$ cat src/rtl/key_conditioner.sv
// key_conditioner: synchronise and debounce raw push-buttons into clean levels
// plus single-cycle press, release and long-press pulses per key.
module key_conditioner #(
   parameter int NKEYS             = 2,
   parameter int DEBOUNCE_CYCLES   = 50000,
   parameter int LONG_PRESS_CYCLES = 50000000
) (
   input  logic             CLOCK_50,
   input  logic             reset_n,
   input  logic [NKEYS-1:0] key_n,
   output logic [NKEYS-1:0] key_level,
   output logic [NKEYS-1:0] key_press,
   output logic [NKEYS-1:0] key_release,
   output logic [NKEYS-1:0] key_long
);
   localparam int CW = $clog2(DEBOUNCE_CYCLES);
   localparam int HW = $clog2(LONG_PRESS_CYCLES);
   // The detecting cycle in IDLE/PRESSED is the first stable sample, so the
   // wait states need DEBOUNCE_CYCLES-1 more.
   localparam logic [CW-1:0] CNT_LAST = CW'(DEBOUNCE_CYCLES - 2);
   localparam logic [HW-1:0] HOLD_MAX = HW'(LONG_PRESS_CYCLES - 1);
   localparam logic [1:0] IDLE         = 2'd0;
   localparam logic [1:0] PRESS_WAIT   = 2'd1;
   localparam logic [1:0] PRESSED      = 2'd2;
   localparam logic [1:0] RELEASE_WAIT = 2'd3;

   for (genvar k = 0; k < NKEYS; k++) begin : g_key
      logic          s1_q, s2_q, p, held;
      logic [1:0]    state_q, state_d;
      logic [CW-1:0] cnt_q, cnt_d;
      logic [HW-1:0] hold_q, hold_d;
      logic          level_q, level_d, press_q, press_d;
      logic          release_q, release_d, long_q, long_d;

      assign p    = ~s2_q;
      assign held = (state_q == PRESSED) || (state_q == RELEASE_WAIT);

      always_comb begin
         state_d   = state_q;
         cnt_d     = cnt_q;
         level_d   = level_q;
         press_d   = 1'b0;
         release_d = 1'b0;
         hold_d    = (held && hold_q != HOLD_MAX) ? hold_q + 1'b1 : hold_q;
         long_d    = held && (hold_q == HOLD_MAX - 1'b1);
         case (state_q)
            IDLE: begin
               if (p) begin
                  state_d = PRESS_WAIT;
                  cnt_d   = '0;
               end
            end
            PRESS_WAIT: begin
               if (!p) begin
                  state_d = IDLE;
               end else if (cnt_q == CNT_LAST) begin
                  state_d = PRESSED;
                  press_d = 1'b1;
                  level_d = 1'b1;
                  hold_d  = '0;
               end else begin
                  cnt_d = cnt_q + 1'b1;
               end
            end
            PRESSED: begin
               if (!p) begin
                  state_d = RELEASE_WAIT;
                  cnt_d   = '0;
               end
            end
            default: begin
               if (p) begin
                  state_d = PRESSED;
               end else if (cnt_q == CNT_LAST) begin
                  state_d   = IDLE;
                  level_d   = 1'b0;
                  release_d = 1'b1;
               end else begin
                  cnt_d = cnt_q + 1'b1;
               end
            end
         endcase
      end

      always_ff @(posedge CLOCK_50) begin
         if (!reset_n) begin
            s1_q      <= 1'b1;
            s2_q      <= 1'b1;
            state_q   <= IDLE;
            cnt_q     <= '0;
            hold_q    <= '0;
            level_q   <= 1'b0;
            press_q   <= 1'b0;
            release_q <= 1'b0;
            long_q    <= 1'b0;
         end else begin
            s1_q      <= key_n[k];
            s2_q      <= s1_q;
            state_q   <= state_d;
            cnt_q     <= cnt_d;
            hold_q    <= hold_d;
            level_q   <= level_d;
            press_q   <= press_d;
            release_q <= release_d;
            long_q    <= long_d;
         end
      end

      assign key_level[k]   = level_q;
      assign key_press[k]   = press_q;
      assign key_release[k] = release_q;
      assign key_long[k]    = long_q;
   end
endmodule

$ cat config.mk
export PLATFORM = sky130hd
export DESIGN_NAME = key_conditioner
export DESIGN_NICKNAME = d
export VERILOG_FILES = /design/src/rtl/key_conditioner.sv
export SDC_FILE = /design/constraint.sdc
export NUM_CORES = 1
export LEC_CHECK = 0
export BUFFER_PORTS_ARGS = -buffer_cell sky130_fd_sc_hd__clkbuf_2
export CAP_MARGIN = 20
export CORE_ASPECT_RATIO = 1.1
export CORE_MARGIN = 2
export CORE_UTILIZATION = 45
export CTS_BUF_LIST = sky130_fd_sc_hd__clkbuf_4
export CTS_CLUSTER_DIAMETER = 150
export CTS_CLUSTER_SIZE = 14
export DETAILED_ROUTE_END_ITERATION = 6
export PLACE_DENSITY = 0.73
export SLEW_MARGIN = 20
export SYNTH_ARGS = -nofsm -noshare
export SYNTH_HDL_FRONTEND = slang
export SYNTH_SLANG_ARGS = --single-unit
$ cat constraint.sdc
create_clock -name CLOCK_50 -period 3.8 [get_ports CLOCK_50]
set_input_delay 0 -clock CLOCK_50 [delete_from_list [all_inputs] [get_ports CLOCK_50]]
set_output_delay 0 -clock CLOCK_50 [all_outputs]
set_load 0.05 [all_outputs]
==> out/metrics.yaml <==
outcome: "completed"
final-setup-viol-count: 0
clk_pin_slew_ns: 0.15
core_um2: 11400
synth_warnings: 0
max_freq_mhz: 377
overflow: 0
route.detailed.drc: 0
antenna_found_initial: 1
start_util: 0.457
fin_area_um2: 5510
drtPass1Iterations: 5
placed_cell_area_um2: 5290
path_max_fanout: 17
worstSetupPathType: "reg2reg"
critPathArrivalTime_ns: 3.01
met1_length_mm: 5.11
gp_congestion: 0.898
slew_viol_final: 0
dieArea_um2: 12500
grt_pass1_wl_mm: 19.0
routed_wirelength_mm: 10.9
end_kind: "flop"
antenna_left: 0
setup_tns_ns: 0
worst_path_max_delay_cell: "o21ai_2"
synthFlopType: "dfxtp_1"
multi_input_area_um2: 2970
powerDensity_nw_per_um2: 314
final_layout_size_suffix_gt1_frac: 0.0744
worst_ep_required_time_ns: 4.15
synthesis.area_um2: 5210
dp_hpwl_mm: 7.60
fin_nets: 633
seqCellArea_um2: 2000
syn_inst: 620
synth.most_common_cell: "dfxtp_1"
port_buffers: 11
area_growth_pct: 5.76
yosysSeqAreaShare: 0.384
critPathBufInv: 1
clock_latency_ns: 0.45
synth_top_area_cell: "dfxtp_1"
hold_viol_final: 0
post_drt_wl_per_cell_um: 14.1
synthTopCellsByCount: "dfxtp_1, nor2_1, nand2_1"
wl_met2_mm: 5.16
cpLargestDelayFamily: "simple AND/OR/NAND/NOR gates"
cts.sinks: 100
first_global_vias: 4278
clockRootBuffer: "clkbuf_4"
met3_length_um: 397
skew_ns: 0.0159
synth-async-reset-ratio: 0
hp-class: "reg2reg"
max_stage_delay_ns: 0.62
syn_nets: 640
drt_iter0_drc: 325
num_rows: 41
rsz0062_at_grt: "no"
n_fill_cell: 1086
grt_util_all_layers: 0.184
post_cts_buffers: 0
synthDistinctLibCells: 61
cts.path.max_buffers: 2
dr.max_layer_used: "met4"
slew-limit-headroom: 0.279
ys_ff_latch: 100
dieHeight_um: 117
h-tree-depth: 3
final_util: 0.484
crit_chain: "or4b_4 > or4_4 > o21ai_2 > buf_4 > nor2_1"
p_leak_nw: 1.74
numCtsBuffers: 9
period_needed_ns: 2.65
vdd_drop_max_mv: 0.134
max_cap_viol_count: 0
die_w_um: 107
cts_tree: "built"
viasPerCell: 5.89
synth_top_area_frac: 0.384
grt_start_max_net_pins: 21
num_vias: 4528
synth.avg_cell_area_um2: 8.40
synthTopCellsByArea: "dfxtp_1, nor2_1, a21oi_1"
synth_edf_count: 0
crit_path_start_kind: "flop"
ios: 12
post-route-period-util: 0.698
tightestPinTransition_ns: 1.08
[kinds of logic after synthesis]
group                      count (synthesis)  synth area share
and+or+nand+nor                          284             0.295
AOI/OAI and AO/OA                        117             0.147
DFF                                      100             0.384
buffers and inverters                     52            0.0476
xor gates and xnor gates                  44            0.0740
adders and majority gates                 16            0.0384
muxes                                      7            0.0139
[metrics by stage]
stage / hold WS (ns) / setup slack (ns) / cells / power (W)
floorplan: 0.101 / 1.64 / 620 / 0.00111
global placement: 0.215 / 1.19 / 747 / 0.00113
detailed placement: 0.217 / 1.16 / 747 / 0.00113
CTS: 0.425 / 1.13 / 768 / 0.00175
global route: 0.449 / 0.926 / 769 / 0.00180
finish: 0.425 / 1.15 / 769 / 0.00173
[layout by cell type (no fill, tap or decap), drive strengths merged, types with 3 or more instances in the layout]
master	instances
or2	4
nand2b	7
o211ai	12
buf	4
xnor2	21
nor3	11
and4	9
o21ai	32
a21oi	41
dfxtp	100
clkinv	4
nand2	42
a211o	4
mux2i	5
a211oi	3
clkbuf	20
ha	16
xor2	23
nor4	18
nand4	29
or4b	3
and3	9
and2	7
o31ai	7
nor3b	3
or4	10
or3	21
a2111o	3
nand3	36
inv	14
dlygate4sd3	5
nor2	66
[sequential cells by signal, indices dropped and copies added, names as in the netlist, named ones only]
name and flops:
g_key.hold_q 52, g_key.cnt_q 32, g_key.level_q 2, g_key.long_q 2, g_key.press_q 2, g_key.release_q 2
g_key.s1_q 2, g_key.s2_q 2, g_key.state_q 2
[layer usage]
metal  GRT usage  vias up
li1            -     2244
met1       0.226     2162
met2       0.316      103
met3      0.0377       19
met4      0.0771        0
met5           0        -
[worst reg2reg max path, delay by kind of cell (launching register included)]
family / cells / cell delay (ns)
compound gates: 1 / 0.62
buf+inv: 1 / 0.30
flops: 1 / 0.39
simple gates: 3 / 1.24
[final timing paths]
| kind | start | end | slack [ns] | cells after the start |
|---|---|---|---|---|
| max | g_key[1].cnt_q[10] | g_key[1].hold_q[22] | 1.15 | 5 |
| min | g_key[0].s1_q | g_key[0].s2_q | 0.42 | 1 |
| max reg2reg | g_key[1].cnt_q[10] | g_key[1].hold_q[22] | 1.15 | 5 |
| min reg2reg | g_key[0].s1_q | g_key[0].s2_q | 0.42 | 1 |
[final cells by class]
cell class,instances,share of cell area
inverter,14,0.00954
clock inverter,7,0.0161
tap,150,0.0341
clock buffer,9,0.0123
multi-input combinational,468,0.540
sequential,100,0.363
antenna,1,0.000454
timing repair buffer,20,0.0245
[timing repair]
item | 4_1_cts | 5_1_grt
hold buffers | 5 | 0
resized for setup | 0 | 0
endpoints found under the setup margin | 0 | 0
hold endpoints to repair | 8 | 0
[report_power, final]
| part | switching [W] | leakage, nW | internal (W) |
|---|---|---|---|
| combinational | 0.0000389 | 0.856 | 0.0000171 |
| clock | 0.000358 | 0.0814 | 0.000264 |
| sequential | 0.00000322 | 0.806 | 0.00105 |
| total | 0.000400 | 1.74 | 0.00133 |
(Power assumes the default switching activity.)
